File: src/rtl/generic_mem_req_adapter.sv
// generic_mem_req_adapter: valid/ready request front end for a 1-cycle-latency memory with a credit-limited response FIFO
module generic_mem_req_adapter #(
    parameter type         T         = logic [31:0],
    parameter int unsigned RSP_DEPTH = 2
) (
    input  logic       clk,
    input  logic       rst,
    input  logic       req_valid,
    output logic       req_ready,
    input  logic       req_we,
    input  logic [7:0] req_addr,
    input  T           req_wdata,
    output logic       rsp_valid,
    input  logic       rsp_ready,
    output T           rsp_data,
    output logic [7:0] mem_addr,
    output T           mem_write_data,
    output logic       mem_write_en,
    input  T           mem_read_data
);
    localparam int unsigned AW = $clog2(RSP_DEPTH);
    localparam int unsigned CW = AW + 1;

    T              buf_q [RSP_DEPTH];
    logic [AW-1:0] wptr_q, rptr_q;
    logic [CW-1:0] cnt_q, cnt_d;
    logic [CW:0]   used;
    logic          pend_q, pop, acc;

    assign rsp_valid      = cnt_q != '0;
    assign rsp_data       = buf_q[rptr_q];
    assign mem_addr       = req_addr;
    assign mem_write_data = req_wdata;

    // Reads need a credit: stored + in-flight responses, less this cycle's pop, must leave a free slot
    always_comb begin
        pop          = rsp_valid && rsp_ready;
        used         = (CW+1)'(cnt_q) + (CW+1)'(pend_q) - (CW+1)'(pop);
        req_ready    = !rst && (req_we || used < (CW+1)'(RSP_DEPTH));
        acc          = req_valid && req_ready;
        mem_write_en = acc && req_we;
        cnt_d        = cnt_q + CW'(pend_q) - CW'(pop);
    end

    // Pending marks a read whose datum lands on mem_read_data next cycle; it is pushed then
    always_ff @(posedge clk) begin
        if (rst) begin
            pend_q <= 1'b0;
            cnt_q  <= '0;
            wptr_q <= '0;
            rptr_q <= '0;
        end else begin
            pend_q <= acc && !req_we;
            cnt_q  <= cnt_d;
            if (pend_q) wptr_q <= wptr_q + AW'(1);
            if (pop) rptr_q <= rptr_q + AW'(1);
        end
    end

    // Response storage needs no reset; the count alone decides which entries are valid
    always_ff @(posedge clk) begin
        if (pend_q && !rst) buf_q[wptr_q] <= mem_read_data;
    end
endmodule

File: config.mk
export PLATFORM = sky130hd
export DESIGN_NAME = generic_mem_req_adapter
export DESIGN_NICKNAME = d
export VERILOG_FILES = /design/src/rtl/generic_mem_req_adapter.sv
export SDC_FILE = /design/constraint.sdc
export NUM_CORES = 1
export LEC_CHECK = 0
export CAP_MARGIN = 20
export CORE_UTILIZATION = 35
export DETAILED_ROUTE_END_ITERATION = 7
export PLACE_DENSITY_LB_ADDON = 0.12
export SKIP_CTS_REPAIR_TIMING = 1
export SYNTH_ARGS = -nofsm -noshare
export SYNTH_HDL_FRONTEND = slang
export SYNTH_SLANG_ARGS = --single-unit
File: constraint.sdc
create_clock -name clk -period 4.1 [get_ports clk]
set_input_delay 0.41 -clock clk [delete_from_list [all_inputs] [get_ports clk]]
set_output_delay 0.41 -clock clk [all_outputs]
set_load 0.02 [all_outputs]
==> results.yml <==
run_status:
  outcome: "finished, final reports clean"
power:
  p_per_area_mw_per_mm2: 519
  switching_power_uw: 543
  power.share.combinational_pct: 28.5
  seqPwrFrac_pct: 43.8
  vdd_ir_drop_max_mv: 0.238
  swShare_pct: 27.6
  power_leakage_uw: 0.00132
  clock_power_share_pct: 27.7
  internal_power_uw: 1420
placement:
  placed_area_mm2: 0.00357
  gp_congestion: 0.692
  detailed_place_hpwl_um: 4040
  port_buffers: 71
critical_path:
  slowest_stage: "clkdlybuf4s50_1"
  r2r-start: "cnt_q[1]$_SDFF_PP0_"
  r2r_slack_ns: 2.16
  worst-r2r-cell-count: 8
  critPathMaxFanout: 3
  cp_slowest_stage_delay_ns: 0.63
  cp-start-kind: "input port"
  crit_arrival_ns: 2.93
  critPathKind: "in -> out"
  endpoint_kind: "output pin"
  path_cells: "clkdlybuf4s50_1 > o21a_1 > ha_1 > inv_1 > ha_1 > inv_1 > fa_1 > nand2b_1 > o22ai_1 > clkdlybuf4s50_1"
  timing.rr.end: "pend_q$_SDFF_PP0_"
  cp.required_ns: 3.69
logic_synthesis:
  post_synth_num_cell_types: 22
  ys_seq_elements: 70
  syn_area_per_cell_um2: 17.7
  synthesis.area_mm2: 0.00305
  postSynth.asyncResetShare_pct: 0
  syn_inst: 172
  seq_area_frac_synth_pct: 66.9
  yosys_warnings: 0
  synthesis.nets: 252
  synthFlopType: "edfxtp_1"
  synth_edf_count: 64
  ys_top_cells_by_area: "edfxtp_1 63%, mux2_4 15%, buf_4 9.8%"
  yosysTopAreaCellShare_pct: 63.0
  yosysTopAreaCell: "edfxtp_1"
timing:
  drv_slew: 0
  fin_crit_sh_pct: 81.4
  slew-limit-headroom_pct: 69.9
  fin_setup_tns_ns: 0
  rsz0062_at_grt: "no"
  finClkSkew_ns: 0.00524
  fmax_ghz: 0.300
  min_period_ns: 3.34
  tightest_slew_ns: 0.451
  setup_viol: 0
  hold_viol: 0
route:
  ant_nets: 0
  vias: 1448
  first_iter_violations: 59
  viasPerCell: 4.50
  wl_per_cell_um: 17.9
  drc: 0
  totalWireLength_um: 5780
  dr.pass1.iters: 3
clock_network:
  clock-root-buffer: "clkbuf_8"
  cts_buffers: 9
  clock_sinks: 70
  clk_latency_ns: 0.34
  cts_tree: "built"
  h-tree-depth: 3
  cts.path.max_buffers: 2
  clk_pin_slew_ns: 0.08
hold_path:
  hp-class: "reg -> reg"
  min_delay_worst_endpoint: "wptr_q$_SDFFE_PP0P_"
  worstHoldStart: "pend_q$_SDFF_PP0_"
  holdPathStages: 2
job:
  maxCapViolCount: 0
floorplan:
  die-width_um: 95.4
  dieArea_mm2: 0.00909
  io_pins: 152
  start_util_pct: 36.6
  die_height_um: 95.4
  coreArea_mm2: 0.00834
  fp-row-count: 33
final_layout:
  syn_to_final_growth_pct: 24.1
  finalNetCount: 292
  drive_gt1_share_pct: 25.3
  diodes: 0
  fin_area_mm2: 0.00379
grt:
  grt_pass1_wl_um: 8200
  grt_pass1_vias: 1526
  antenna_found_initial: 0
  grt_max_degree: 33
  track_usage_pct: 13.2
  grt_overflow: 0
==> routing by layer <==
metal | vias up | wire length [um] | global-route usage [%]
met5 | - | 0 | 0
met4 | 0 | 345 | 12.0
met3 | 43 | 496 | 4.55
met2 | 62 | 3030 | 23.0
met1 | 683 | 1910 | 11.8
li1 | 660 | - | -
==> critical path: cells and delay by family <==
family          cells  cell delay [ns]
simple gates        1             0.07
compound gates      2             0.30
fa+ha+maj           3             0.92
buf+inv             4             1.22
==> state kept, by name, indices dropped and copies added (netlist names), named ones only <==
name    flops
buf_q      64
cnt_q       2
pend_q      1
rptr_q      1
wptr_q      1
==> cells by family after synthesis <==
group | Yosys count | share of synthesized area (%)
xor gates and xnor gates | 2 | 0.574
AOI/OAI and AO/OA | 2 | 0.451
and+or+nand+nor | 12 | 2.34
DFF | 70 | 66.9
muxes | 34 | 16.2
adders and majority gates | 3 | 1.48
buffers and inverters | 49 | 12.0
==> through the flow <==
stage / hold slack (ns) / cells / util [%] / power (uW) / setup WS [ns]
floorplan: 0.475 / 172 / - / 1290 / 0.659
global placement: 0.492 / 305 / 42.8 / 1430 / 0.866
detailed placement: 0.523 / 305 / 42.8 / 1440 / 0.781
CTS: 0.545 / 321 / 45.2 / 1990 / 0.764
global route: 0.600 / 322 / 45.4 / 2060 / 0.614
finish: 0.535 / 322 / 45.4 / 1960 / 0.763
==> power by group through the flow <==
stage / registers [uW] / logic (uW) / clock network [uW]
detailed placement: 910 / 527 / 0
floorplan: 854 / 432 / 0
finish: 860 / 560 / 544
global route: 866 / 600 / 593
global placement: 907 / 521 / 0
CTS: 895 / 530 / 563
==> placed cells by master (no fill, tap or decap), types with 2 or more instances in the layout <==
cell type,count
mux2_2,2
ha_1,2
nor2b_1,2
nor2_1,4
clkdlybuf4s50_1,71
edfxtp_1,64
clkbuf_8,9
inv_1,4
buf_4,2
mux2_1,2
mux2_4,30
dfxtp_1,5
clkinvlp_4,4
==> synthesized netlist by cell type (2+ instances only) <==
library cell,number
buf_4,40
buf_6,4
dfxtp_1,6
edfxtp_1,64
ha_1,2
inv_1,4
mux2_1,2
mux2_2,2
mux2_4,30
nor2_1,4
nor2b_1,2
nor3b_1,2
==> worst max-delay path by stage <==
stage / start / to / slack [ns] / depth (start not counted)
2_1_floorplan: rst / buf_q[1][0]$_DFFE_PP_ / 0.66 / 2
3_3_place_gp: rsp_ready / req_ready / 0.87 / 10
5_1_grt: rsp_ready / req_ready / 0.61 / 10
3_5_place_dp: rsp_ready / req_ready / 0.78 / 10
6_report: rsp_ready / req_ready / 0.76 / 10
4_1_cts: rsp_ready / req_ready / 0.76 / 10
==> cell type report <==
class / count / area [um2]
Fill cell: 737 / 4550
Sequential cell: 70 / 2040
Timing Repair Buffer: 74 / 746
Multi-Input combinational cell: 53 / 653
Tap cell: 105 / 131
Clock buffer: 9 / 124
Clock inverter: 7 / 73.8
Inverter: 4 / 15.0
Note: power is estimated with default switching activity, not from simulation.
